**src/rtl/keypad_lcd_main_pkg.sv**
```systemverilog
// Shared definitions for the keypad + HD44780 LCD board: LCD commands, FSM states,
// keypad position/code tables and code-to-ASCII / code-to-segment conversion.
package keypad_lcd_main_pkg;

   localparam logic [7:0] CMD_FUNC_SET = 8'h38;
   localparam logic [7:0] CMD_DISP_ON  = 8'h0C;
   localparam logic [7:0] CMD_CLEAR    = 8'h01;
   localparam logic [7:0] CMD_ENTRY    = 8'h06;
   localparam logic [7:0] CMD_LINE1    = 8'h80;
   localparam logic [7:0] CMD_LINE2    = 8'hC0;

   typedef enum logic [2:0] {
      ST_INIT,
      ST_IDLE,
      ST_SETUP,
      ST_STROBE,
      ST_WAIT
   } lcd_state_t;

   function automatic logic [7:0] init_cmd(input logic [1:0] idx);
      case (idx)
         2'd0:    return CMD_FUNC_SET;
         2'd1:    return CMD_DISP_ON;
         2'd2:    return CMD_CLEAR;
         default: return CMD_ENTRY;
      endcase
   endfunction

   // r = row from top, c = column from left
   function automatic logic [3:0] key_code_at(input logic [1:0] r, input logic [1:0] c);
      case ({r, c})
         4'h0: return 4'h1;
         4'h1: return 4'h2;
         4'h2: return 4'h3;
         4'h3: return 4'hA;
         4'h4: return 4'h4;
         4'h5: return 4'h5;
         4'h6: return 4'h6;
         4'h7: return 4'hB;
         4'h8: return 4'h7;
         4'h9: return 4'h8;
         4'hA: return 4'h9;
         4'hB: return 4'hC;
         4'hC: return 4'hE;
         4'hD: return 4'h0;
         4'hE: return 4'hF;
         default: return 4'hD;
      endcase
   endfunction

   function automatic logic [7:0] key_ascii(input logic [3:0] code);
      if (code <= 4'd9)
         return 8'h30 + {4'h0, code};
      else if (code <= 4'hD)
         return 8'h37 + {4'h0, code};
      else if (code == 4'hE)
         return 8'h2A;
      else
         return 8'h23;
   endfunction

   function automatic logic [6:0] key_seg(input logic [3:0] code);
      case (code)
         4'h0: return 7'h3F;
         4'h1: return 7'h06;
         4'h2: return 7'h5B;
         4'h3: return 7'h4F;
         4'h4: return 7'h66;
         4'h5: return 7'h6D;
         4'h6: return 7'h7D;
         4'h7: return 7'h07;
         4'h8: return 7'h7F;
         4'h9: return 7'h6F;
         4'hA: return 7'h77;
         4'hB: return 7'h7C;
         4'hC: return 7'h39;
         4'hD: return 7'h5E;
         4'hE: return 7'h79;
         default: return 7'h71;
      endcase
   endfunction

endpackage

```
**src/rtl/keypad_scanner.sv**
```systemverilog
// 4x4 keypad column scanner with full-scan debounce; emits one key_valid pulse per
// accepted press and ignores the keypad until a debounced release is seen.
module keypad_scanner
   import keypad_lcd_main_pkg::*;
#(
   parameter int SCAN_DIV  = 4,
   parameter int DEB_SCANS = 2
) (
   input  logic       clk,
   input  logic       rst,
   input  logic [3:0] row,
   output logic [3:0] col,
   output logic       key_valid,
   output logic [3:0] key_code
);

   localparam int DW = (SCAN_DIV > 1) ? $clog2(SCAN_DIV) : 1;
   localparam int MW = $clog2(DEB_SCANS + 1);

   logic [DW-1:0] div_cnt;
   logic [1:0]    slot;
   logic          hit_found;
   logic [3:0]    hit_code;
   logic          last_found;
   logic [3:0]    last_code;
   logic [MW-1:0] match_cnt;
   logic          pressed;

   logic          slot_hit;
   logic [1:0]    hit_row;
   logic [3:0]    slot_code;
   logic          scan_found;
   logic [3:0]    scan_code;
   logic          same_scan;
   logic [MW-1:0] match_nxt;
   logic          stable;

   assign col = ~(4'b1000 >> slot);

   always_comb begin
      slot_hit = ~&row;
      hit_row  = 2'd3;
      if (!row[3])
         hit_row = 2'd0;
      else if (!row[2])
         hit_row = 2'd1;
      else if (!row[1])
         hit_row = 2'd2;
      slot_code  = key_code_at(hit_row, slot);
      // earlier (more leftward) columns in the same scan take priority
      scan_found = hit_found | slot_hit;
      scan_code  = hit_found ? hit_code : slot_code;
      same_scan  = (scan_found == last_found) && (!scan_found || scan_code == last_code);
      if (!same_scan)
         match_nxt = MW'(1);
      else if (match_cnt == MW'(DEB_SCANS))
         match_nxt = match_cnt;
      else
         match_nxt = match_cnt + 1'b1;
      stable = (match_nxt == MW'(DEB_SCANS));
   end

   always_ff @(posedge clk) begin
      if (rst) begin
         div_cnt    <= DW'(SCAN_DIV - 1);
         slot       <= 2'd0;
         hit_found  <= 1'b0;
         hit_code   <= 4'h0;
         last_found <= 1'b0;
         last_code  <= 4'h0;
         match_cnt  <= '0;
         pressed    <= 1'b0;
         key_valid  <= 1'b0;
         key_code   <= 4'h0;
      end else begin
         key_valid <= 1'b0;
         if (div_cnt != '0) begin
            div_cnt <= div_cnt - 1'b1;
         end else begin
            div_cnt <= DW'(SCAN_DIV - 1);
            slot    <= slot + 2'd1;
            if (slot == 2'd3) begin
               hit_found  <= 1'b0;
               last_found <= scan_found;
               last_code  <= scan_code;
               match_cnt  <= match_nxt;
               if (stable && scan_found && !pressed) begin
                  key_valid <= 1'b1;
                  key_code  <= scan_code;
                  pressed   <= 1'b1;
               end else if (stable && !scan_found) begin
                  pressed <= 1'b0;
               end
            end else if (!hit_found && slot_hit) begin
               hit_found <= 1'b1;
               hit_code  <= slot_code;
            end
         end
      end
   end

endmodule

```
**src/rtl/keypad_lcd_main.sv**
```systemverilog
// Keypad + HD44780 LCD top: scanner instance, 7-seg decode, one-entry pending key and
// the LCD write sequencer (init, cursor line handling, character writes).
//
// state     | meaning
// ST_INIT   | load next of the four power-up commands
// ST_IDLE   | cursor ready; service pending key (line/clear commands first if needed)
// ST_SETUP  | rs/db valid, e low, one clock
// ST_STROBE | e high for E_PULSE clocks
// ST_WAIT   | e low, CMD_WAIT clocks (CLR_WAIT after clear display)
module keypad_lcd_main
   import keypad_lcd_main_pkg::*;
#(
   parameter int SCAN_DIV  = 4,
   parameter int DEB_SCANS = 2,
   parameter int E_PULSE   = 2,
   parameter int CMD_WAIT  = 8,
   parameter int CLR_WAIT  = 32
) (
   input  logic       clk,
   input  logic       rst,
   input  logic [3:0] row,
   output logic [3:0] col,
   output logic       rw_out,
   output logic       rs_out,
   output logic       e_out,
   output logic [7:0] db_out,
   output logic [6:0] leds
);

   localparam int WMAX0 = (CLR_WAIT > CMD_WAIT) ? CLR_WAIT : CMD_WAIT;
   localparam int WMAX  = (WMAX0 > E_PULSE) ? WMAX0 : E_PULSE;
   localparam int CW    = $clog2(WMAX + 1);

   logic       key_valid;
   logic [3:0] key_code;

   lcd_state_t    state, state_n;
   logic [CW-1:0] cnt, cnt_n;
   logic [2:0]    init_idx, init_idx_n;
   logic          rs_n;
   logic [7:0]    db_n;
   logic [5:0]    pos, pos_n;
   logic          line2_set, line2_n;
   logic          clr_sent, clr_n;
   logic          pend_valid, pend_n;
   logic [3:0]    pend_code, pend_code_n;

   keypad_scanner #(
      .SCAN_DIV  (SCAN_DIV),
      .DEB_SCANS (DEB_SCANS)
   ) u_scanner (
      .clk       (clk),
      .rst       (rst),
      .row       (row),
      .col       (col),
      .key_valid (key_valid),
      .key_code  (key_code)
   );

   assign rw_out = 1'b0;
   assign e_out  = (state == ST_STROBE);

   always_comb begin
      state_n     = state;
      cnt_n       = cnt;
      init_idx_n  = init_idx;
      rs_n        = rs_out;
      db_n        = db_out;
      pos_n       = pos;
      line2_n     = line2_set;
      clr_n       = clr_sent;
      pend_n      = pend_valid;
      pend_code_n = pend_code;
      if (key_valid && !pend_valid) begin
         pend_n      = 1'b1;
         pend_code_n = key_code;
      end
      case (state)
         ST_INIT: begin
            rs_n       = 1'b0;
            db_n       = init_cmd(init_idx[1:0]);
            init_idx_n = init_idx + 3'd1;
            state_n    = ST_SETUP;
         end
         ST_IDLE: begin
            if (pend_valid) begin
               state_n = ST_SETUP;
               // a full display is cleared and re-homed before the character goes out
               if (pos == 6'd32 && !clr_sent) begin
                  rs_n  = 1'b0;
                  db_n  = CMD_CLEAR;
                  clr_n = 1'b1;
               end else if (pos == 6'd32) begin
                  rs_n  = 1'b0;
                  db_n  = CMD_LINE1;
                  clr_n = 1'b0;
                  pos_n = 6'd0;
               end else if (pos == 6'd16 && !line2_set) begin
                  rs_n    = 1'b0;
                  db_n    = CMD_LINE2;
                  line2_n = 1'b1;
               end else begin
                  rs_n        = 1'b1;
                  db_n        = key_ascii(pend_code);
                  pos_n       = pos + 6'd1;
                  line2_n     = 1'b0;
                  pend_n      = key_valid;
                  pend_code_n = key_code;
               end
            end
         end
         ST_SETUP: begin
            state_n = ST_STROBE;
            cnt_n   = CW'(E_PULSE - 1);
         end
         ST_STROBE: begin
            if (cnt == '0) begin
               state_n = ST_WAIT;
               cnt_n   = (!rs_out && db_out == CMD_CLEAR) ? CW'(CLR_WAIT - 1) : CW'(CMD_WAIT - 1);
            end else begin
               cnt_n = cnt - 1'b1;
            end
         end
         ST_WAIT: begin
            if (cnt == '0)
               state_n = (init_idx == 3'd4) ? ST_IDLE : ST_INIT;
            else
               cnt_n = cnt - 1'b1;
         end
         default: state_n = ST_INIT;
      endcase
   end

   always_ff @(posedge clk) begin
      if (rst) begin
         state      <= ST_INIT;
         cnt        <= '0;
         init_idx   <= 3'd0;
         rs_out     <= 1'b0;
         db_out     <= 8'h00;
         pos        <= 6'd0;
         line2_set  <= 1'b0;
         clr_sent   <= 1'b0;
         pend_valid <= 1'b0;
         pend_code  <= 4'h0;
         leds       <= 7'h00;
      end else begin
         state      <= state_n;
         cnt        <= cnt_n;
         init_idx   <= init_idx_n;
         rs_out     <= rs_n;
         db_out     <= db_n;
         pos        <= pos_n;
         line2_set  <= line2_n;
         clr_sent   <= clr_n;
         pend_valid <= pend_n;
         pend_code  <= pend_code_n;
         if (key_valid)
            leds <= key_seg(key_code);
      end
   end

endmodule

```
**config.mk**
```make
export PLATFORM = sky130hd
export DESIGN_NAME = keypad_lcd_main
export DESIGN_NICKNAME = d
export VERILOG_FILES = /design/src/rtl/keypad_lcd_main_pkg.sv /design/src/rtl/keypad_scanner.sv /design/src/rtl/keypad_lcd_main.sv
export SDC_FILE = /design/constraint.sdc
export NUM_CORES = 1
export LEC_CHECK = 0
export ABC_AREA = 1
export CORE_MARGIN = 10
export CORE_UTILIZATION = 35
export DETAILED_ROUTE_END_ITERATION = 8
export PLACE_DENSITY = 0.52
export REMOVE_ABC_BUFFERS = 1
export SETUP_SLACK_MARGIN = 0.3
export SYNTH_ARGS = -nofsm -noshare
export SYNTH_HDL_FRONTEND = slang
export SYNTH_SLANG_ARGS = --single-unit
export TNS_END_PERCENT = 5
```
**constraint.sdc**
```tcl
create_clock -name clk -period 1.9 [get_ports clk]
set_clock_uncertainty 0.2 [all_clocks]
set_input_delay 0.19 -clock clk [delete_from_list [all_inputs] [get_ports clk]]
set_output_delay 0.19 -clock clk [all_outputs]
set_load 0.005 [all_outputs]
```
==> results of run 1 <==
## placed cells by master (no fill, tap or decap), drive strengths merged
master,instances
nand2,93
inv,78
buf,74
dfxtp,63
a21oi,50
o21ai,47
nor2,38
nand3,34
ha,25
clkbuf,12
dlymetal6s2s,10
nor3,9
nand4,7
dlygate4sd2,7
o211ai,6
a31oi,6
clkdlybuf4s50,5
or2,5
clkinv,4
o21bai,3
nor3b,3
xnor2,2
nor4,2
o221ai,2
and3,1
o31ai,1
a211oi,1
a31o,1
xor2,1
o2111ai,1
conb,1
clkinvlp,1
clkdlybuf4s15,1
## routing by layer
| layer | vias up | wire length (um) |
|---|---|---|
| met5 | - | 0 |
| met4 | 0 | 109 |
| met3 | 10 | 331 |
| met2 | 48 | 4250 |
| met1 | 1562 | 4080 |
| li1 | 1814 | - |
## how the worst max path moves through the flow
stage / end / slack [ns] / cells after the start
final: u_scanner.key_code[1]$_SDFFE_PP0P_ / -0.05 / 17
after floorplan: u_scanner.key_code[2]$_SDFFE_PP0P_ / -0.10 / 17
after CTS: u_scanner.key_code[1]$_SDFFE_PP0P_ / -0.07 / 17
after global routing: u_scanner.key_code[3]$_SDFFE_PP0P_ / -0.21 / 17
after detailed placement: u_scanner.key_code[2]$_SDFFE_PP0P_ / -0.39 / 17
after global placement: u_scanner.key_code[2]$_SDFFE_PP0P_ / -0.33 / 17
## cell type report
cell class | count | area (um2) | area share, %
clock inverter | 3 | 17.5 | 0.355
clock buffer | 12 | 165 | 3.35
sequential | 63 | 1280 | 26.0
tap | 133 | 166 | 3.37
timing repair buffer | 97 | 833 | 16.9
multi-input combinational | 339 | 2150 | 43.6
inverter | 80 | 315 | 6.39
## logic make-up (layout without fill, tap and decap cells)
logic type / after synthesis / after routing / share of synthesized area, %
simple gates: 191 / 192 / 25.1
compound gates: 118 / 118 / 18.7
buf+inv: 90 / 192 / 9.92
flops: 63 / 63 / 36.4
fa+ha+maj: 25 / 25 / 9.02
xor+xnor: 3 / 3 / 0.758
other cells: 1 / 1 / 0.108
## registers in the layout (all words and copies together), names as in the netlist, 2 cells and up
| signal | count |
|---|---|
| leds | 7 |
| u_scanner.key_code | 4 |
| u_scanner.div_cnt | 2 |
| db_out | 8 |
| init_idx | 3 |
| u_scanner.slot | 2 |
| pend_code | 4 |
| state | 3 |
| cnt | 6 |
| pos | 6 |
| u_scanner.match_cnt | 2 |
| u_scanner.last_code | 4 |
| u_scanner.hit_code | 4 |
## what timing repair did
action | CTS | global route
gates resized for setup | 102 | 54
cloned | 1 | 0
pin swaps | 23 | 13
buffers inserted | 2 | 1
setup endpoints to repair | 64 | 68
## stage by stage
step                      instances  hold slack [ns]  total power, uW
final                           727            0.190             4770
after global routing            727            0.213             5130
after CTS                       726            0.194             4730
after detailed placement        708            0.176             3350
after global placement          708            0.173             3330
after floorplan                 481           0.0591             2560
## report_power, final
part	total [uW]	leakage, uW	internal [uW]	switching (uW)
logic	1970	0.00174	959	1010
clock network	1090	0.0000942	569	524
registers	1700	0.000520	1540	167
## worst max-delay path: stages, from the launching register on
cell	delay (ns)
dfxtp_4	0.39
inv_4	0.05
ha_4	0.22
inv_4	0.05
nand2_2	0.05
nand2_2	0.06
nand2_2	0.06
nand3_2	0.08
nand2_2	0.06
nand2_1	0.06
nand2_1	0.06
nor2_2	0.10
nand2_2	0.09
nand2_4	0.10
nand3_4	0.09
nand2_1	0.08
inv_1	0.03
nor2_1	0.06
==> results.json, run 1 <==
{
  "synth.area.top_cells": "dfxtp_1 (36%), nand2_1 (9.3%), ha_1 (9.0%), inv_1 (8.3%), a21oi_1 (7.1%)",
  "overflow": 0,
  "arrival_ns": 2.02,
  "fin_crit_sh_pct": 102,
  "timing.rr.start": "u_scanner.slot[0]$_SDFFE_PP0P_",
  "nets": 621,
  "wl_per_cell_um": 12.1,
  "leakagePower_uw": 0.00236,
  "grtUsageMet1_pct": 14.8,
  "drc_errors": 0,
  "ir_drop_mv": 0.399,
  "synth.most_common_cell": "nand2_1",
  "grt_max_degree": 23,
  "min_period_ns": 1.95,
  "cp-startpoint": "u_scanner.slot[0]$_SDFFE_PP0P_",
  "grt_pass1_vias": 3424,
  "drt-vias-per-instance": 4.72,
  "globalRouteTotalUtil_pct": 12.4,
  "place_area_um2": 4360,
  "holdPathEnd": "u_scanner.div_cnt[0]$_SDFF_PP1_",
  "maxCapViolCount": 0,
  "cts_tree": "yes",
  "dr.first_iter.drc_count": 124,
  "hold_path_depth": 1,
  "synthesis.area_um2": 3470,
  "dr.pass1.iters": 4,
  "p_per_area_nw_per_um2": 966,
  "pre_cts_ws_ns": -0.386,
  "drive_above_1_share_pct": 34.7,
  "violations": "setup timing",
  "slew_violations": 0,
  "cts_max_level": 3,
  "crit_path_max_fanout": 5,
  "worstPathRequired_ns": 1.98,
  "core-area_um2": 9730,
  "setup_slack_ns": -0.0466,
  "status": "finished with violations",
  "via_count": 3434,
  "postRouteAntennaNets": 0,
  "async_flop_share_pct": 0,
  "cts_sinks": 63,
  "std_cell_rows": 36,
  "ios": 28,
  "synth.distinct_cells": 41,
  "setup_viol": 7,
  "rsz0062_at_grt": "yes",
  "yosysTopAreaCellShare_pct": 36.4,
  "syn_inst": 491,
  "synth_top_cell_by_area": "dfxtp_1",
  "finalInstanceArea_um2": 4940,
  "synth_edf_count": 0,
  "ys.flop_type": "dfxtp_1",
  "antenna_cells": 0,
  "die_area_um2": 14300,
  "ys_seq_elements": 63,
  "grtUsageMet2_pct": 21.3,
  "yosys-top-cells-count": "nand2_1 (86), inv_1 (77), dfxtp_1 (63)",
  "synthToLayoutAreaGrowth_pct": 42.3,
  "antenna_found_initial": 0,
  "finalHoldViolCount": 0,
  "syn_avg_cell_area_um2": 7.06,
  "die_h_um": 120,
  "top_usage_layer": "met2",
  "fill_cells": 998,
  "start_util_pct": 35.6,
  "wirelength_um": 8770,
  "rrSetupSlack_ns": -0.05,
  "fin_setup_tns_ns": -0.261,
  "clock-root-buffer": "clkbuf_8",
  "clk_pin_slew_worst_paths_ns": 0.07,
  "reg2regPathDepth": 17,
  "synth_seq_area_share_pct": 36.4,
  "clk_latency_ns": 0.34,
  "die_w_um": 120,
  "hp-start": "u_scanner.div_cnt[0]$_SDFF_PP1_",
  "numCtsBuffers": 9,
  "post-route-util_pct": 50.7,
  "end_kind": "register",
  "hold_buffers": 0,
  "dp_hpwl_um": 6410,
  "crit_type": "register to register",
  "fmax_ghz": 0.514,
  "grt_first_pass_wirelength_um": 15100,
  "r2r_end": "u_scanner.key_code[1]$_SDFFE_PP0P_",
  "yosysWarnings": 0,
  "start_kind": "register",
  "cts_buffer_depth": 2,
  "port_buffers": 26,
  "hp-class": "register to register",
  "grtUsageMet3_pct": 3.38,
  "gp_congestion": 0.871
}
(Power assumes the default switching activity.)
==> run 2: changes to the inputs <==
--- a/config.mk
+++ b/config.mk
@@ -9,7 +9,7 @@
 export CORE_MARGIN = 10
 export CORE_UTILIZATION = 35
 export DETAILED_ROUTE_END_ITERATION = 8
-export PLACE_DENSITY = 0.52
+export PLACE_DENSITY = 0.54
 export REMOVE_ABC_BUFFERS = 1
 export SETUP_SLACK_MARGIN = 0.3
 export SYNTH_ARGS = -nofsm -noshare
==> run 2 against run 1 <==
  * The run still ends with setup timing left
  * Register-to-register slack worse by 0.07 ns
  * Final cell count up 1.2%
  * Die area unchanged
  * Design area up 3.7%
  * Sequential power about the same
  * Hold slack better by 0.0035 ns
  * Fmax down 3.6%
  * Wire length up 0.47%
  * Setup slack worse by 0.073 ns
  * Largest cell class unchanged
==> results.json, run 2 (synthesized netlist as in run 1, its figures left out) <==
{
  "start_kind": "register",
  "p_per_area_nw_per_um2": 942,
  "finalHoldWorstSlack_ns": 0.193,
  "slew_violations": 0,
  "ios": 28,
  "cts_max_level": 3,
  "min_period_ns": 2.02,
  "mostFrequentLayoutCell": "nand2_1",
  "drt-vias-per-instance": 4.69,
  "port_buffers": 26,
  "grt_first_pass_wirelength_um": 14900,
  "via_count": 3454,
  "ir_drop_mv": 0.442,
  "place_area_um2": 4350,
  "dr.first_iter.drc_count": 116,
  "clk_pin_slew_worst_paths_ns": 0.06,
  "setup_slack_ns": -0.120,
  "clk_latency_ns": 0.35,
  "wirelength_um": 8810,
  "status": "finished with violations",
  "finalInstanceArea_um2": 5120,
  "largest_register_ffs": 8,
  "std_cell_rows": 36,
  "fmax_ghz": 0.495,
  "reg_top3": "db_out x8, leds x7",
  "dr.pass1.iters": 5,
  "gp_congestion": 0.903,
  "grtUsageMet1_pct": 14.3,
  "setup_viol": 8,
  "synthToLayoutAreaGrowth_pct": 47.5,
  "hp-class": "register to register",
  "crit_path_max_fanout": 5,
  "top_usage_layer": "met2",
  "dpl.cell_count": 706,
  "clock-root-buffer": "clkbuf_8",
  "grtUsageMet3_pct": 3.98,
  "wl_per_cell_um": 12.0,
  "grtUsageMet2_pct": 20.9,
  "antenna_found_initial": 0,
  "overflow": 0,
  "nets": 630,
  "p_total_uw": 4820,
  "cts_buffer_depth": 2,
  "postRouteAntennaNets": 0,
  "maxCapViolCount": 0,
  "start_util_pct": 35.6,
  "finalHoldViolCount": 0,
  "cts_sinks": 63,
  "hold_buffers": 0,
  "drc_errors": 0,
  "crit_type": "register to register",
  "numCtsBuffers": 9,
  "core-area_um2": 9730,
  "cts_tree": "yes",
  "globalRouteTotalUtil_pct": 12.3,
  "end_kind": "register",
  "dp_hpwl_um": 6290,
  "worstPathRequired_ns": 1.97,
  "fin_crit_sh_pct": 106,
  "max_flop_register": "db_out",
  "leakagePower_uw": 0.00239,
  "grt_max_degree": 23,
  "fill_cells": 974,
  "antenna_cells": 0,
  "die_area_um2": 14300,
  "grt_pass1_vias": 3409,
  "drive_above_1_share_pct": 37.3,
  "layout_common_cells": "nand2_1 (71), buf_4 (66), inv_1 (54)",
  "die_w_um": 120,
  "violations": "setup timing",
  "die_h_um": 120,
  "arrival_ns": 2.09,
  "fin_cells": 736,
  "rsz0062_at_grt": "yes"
}
[run 2: power breakdown]
part	leakage [uW]	internal (uW)	switching (uW)
clock network	0.0000850	495	519
logic	0.00179	1010	1070
registers	0.000520	1540	181
total	0.00239	3050	1770
[run 2: timing repair]
item | 4_1_cts | 5_1_grt
cloned | 0 | 0
pin swaps | 19 | 35
setup endpoints to repair | 63 | 65
setup buffers | 9 | 6
resized for setup | 98 | 103
[run 2: layer usage]
layer / up-vias / wire length (um)
met5: - / 0
met4: 0 / 108
met3: 13 / 363
met2: 47 / 4370
met1: 1558 / 3970
li1: 1836 / -
[run 2: area by class of cell]
type / count / area (um2) / share of cell area (%)
clock buffers: 11 / 141 / 2.76
well taps: 133 / 166 / 3.25
clock inverters: 4 / 22.5 / 0.440
flip-flops and latches: 63 / 1290 / 25.2
repair buffers: 107 / 940 / 18.4
inverters: 80 / 319 / 6.23
multi-input cells: 338 / 2240 / 43.8
[run 2: critical path, cell delays in order (launching register included)]
cell	delay, ns
dfxtp_4	0.38
inv_4	0.05
ha_4	0.26
inv_2	0.03
nand2_1	0.07
nand2_2	0.05
nand2_2	0.06
nand3_2	0.08
nand2_2	0.08
nand2_2	0.04
nand2_1	0.05
nor2_1	0.04
nand2_1	0.10
nand2_4	0.09
buf_6	0.14
buf_6	0.11
a21oi_2	0.11
[run 2: through the flow]
| step | setup slack [ns] | setup TNS, ns | utilization [%] |
|---|---|---|---|
| 5_1_grt | -0.282 | -2.35 | 52.6 |
| 2_1_floorplan | -0.101 | -0.702 | - |
| 6_report | -0.120 | -0.653 | 52.6 |
| 4_1_cts | -0.113 | -1.21 | 48.9 |
| 3_3_place_gp | -0.331 | -3.56 | 44.7 |
| 3_5_place_dp | -0.369 | -4.21 | 44.7 |
[run 2: worst paths after layout]
check                                        end                       startpoint  slack (ns)  depth (start not counted)
min reg2reg      u_scanner.div_cnt[0]$_SDFF_PP1_  u_scanner.div_cnt[0]$_SDFF_PP1_        0.19                          1
max          u_scanner.match_cnt[0]$_SDFFE_PP0P_   u_scanner.slot[0]$_SDFFE_PP0P_       -0.12                         16
min              u_scanner.div_cnt[0]$_SDFF_PP1_  u_scanner.div_cnt[0]$_SDFF_PP1_        0.19                          1
max reg2reg  u_scanner.match_cnt[0]$_SDFFE_PP0P_   u_scanner.slot[0]$_SDFFE_PP0P_       -0.12                         16
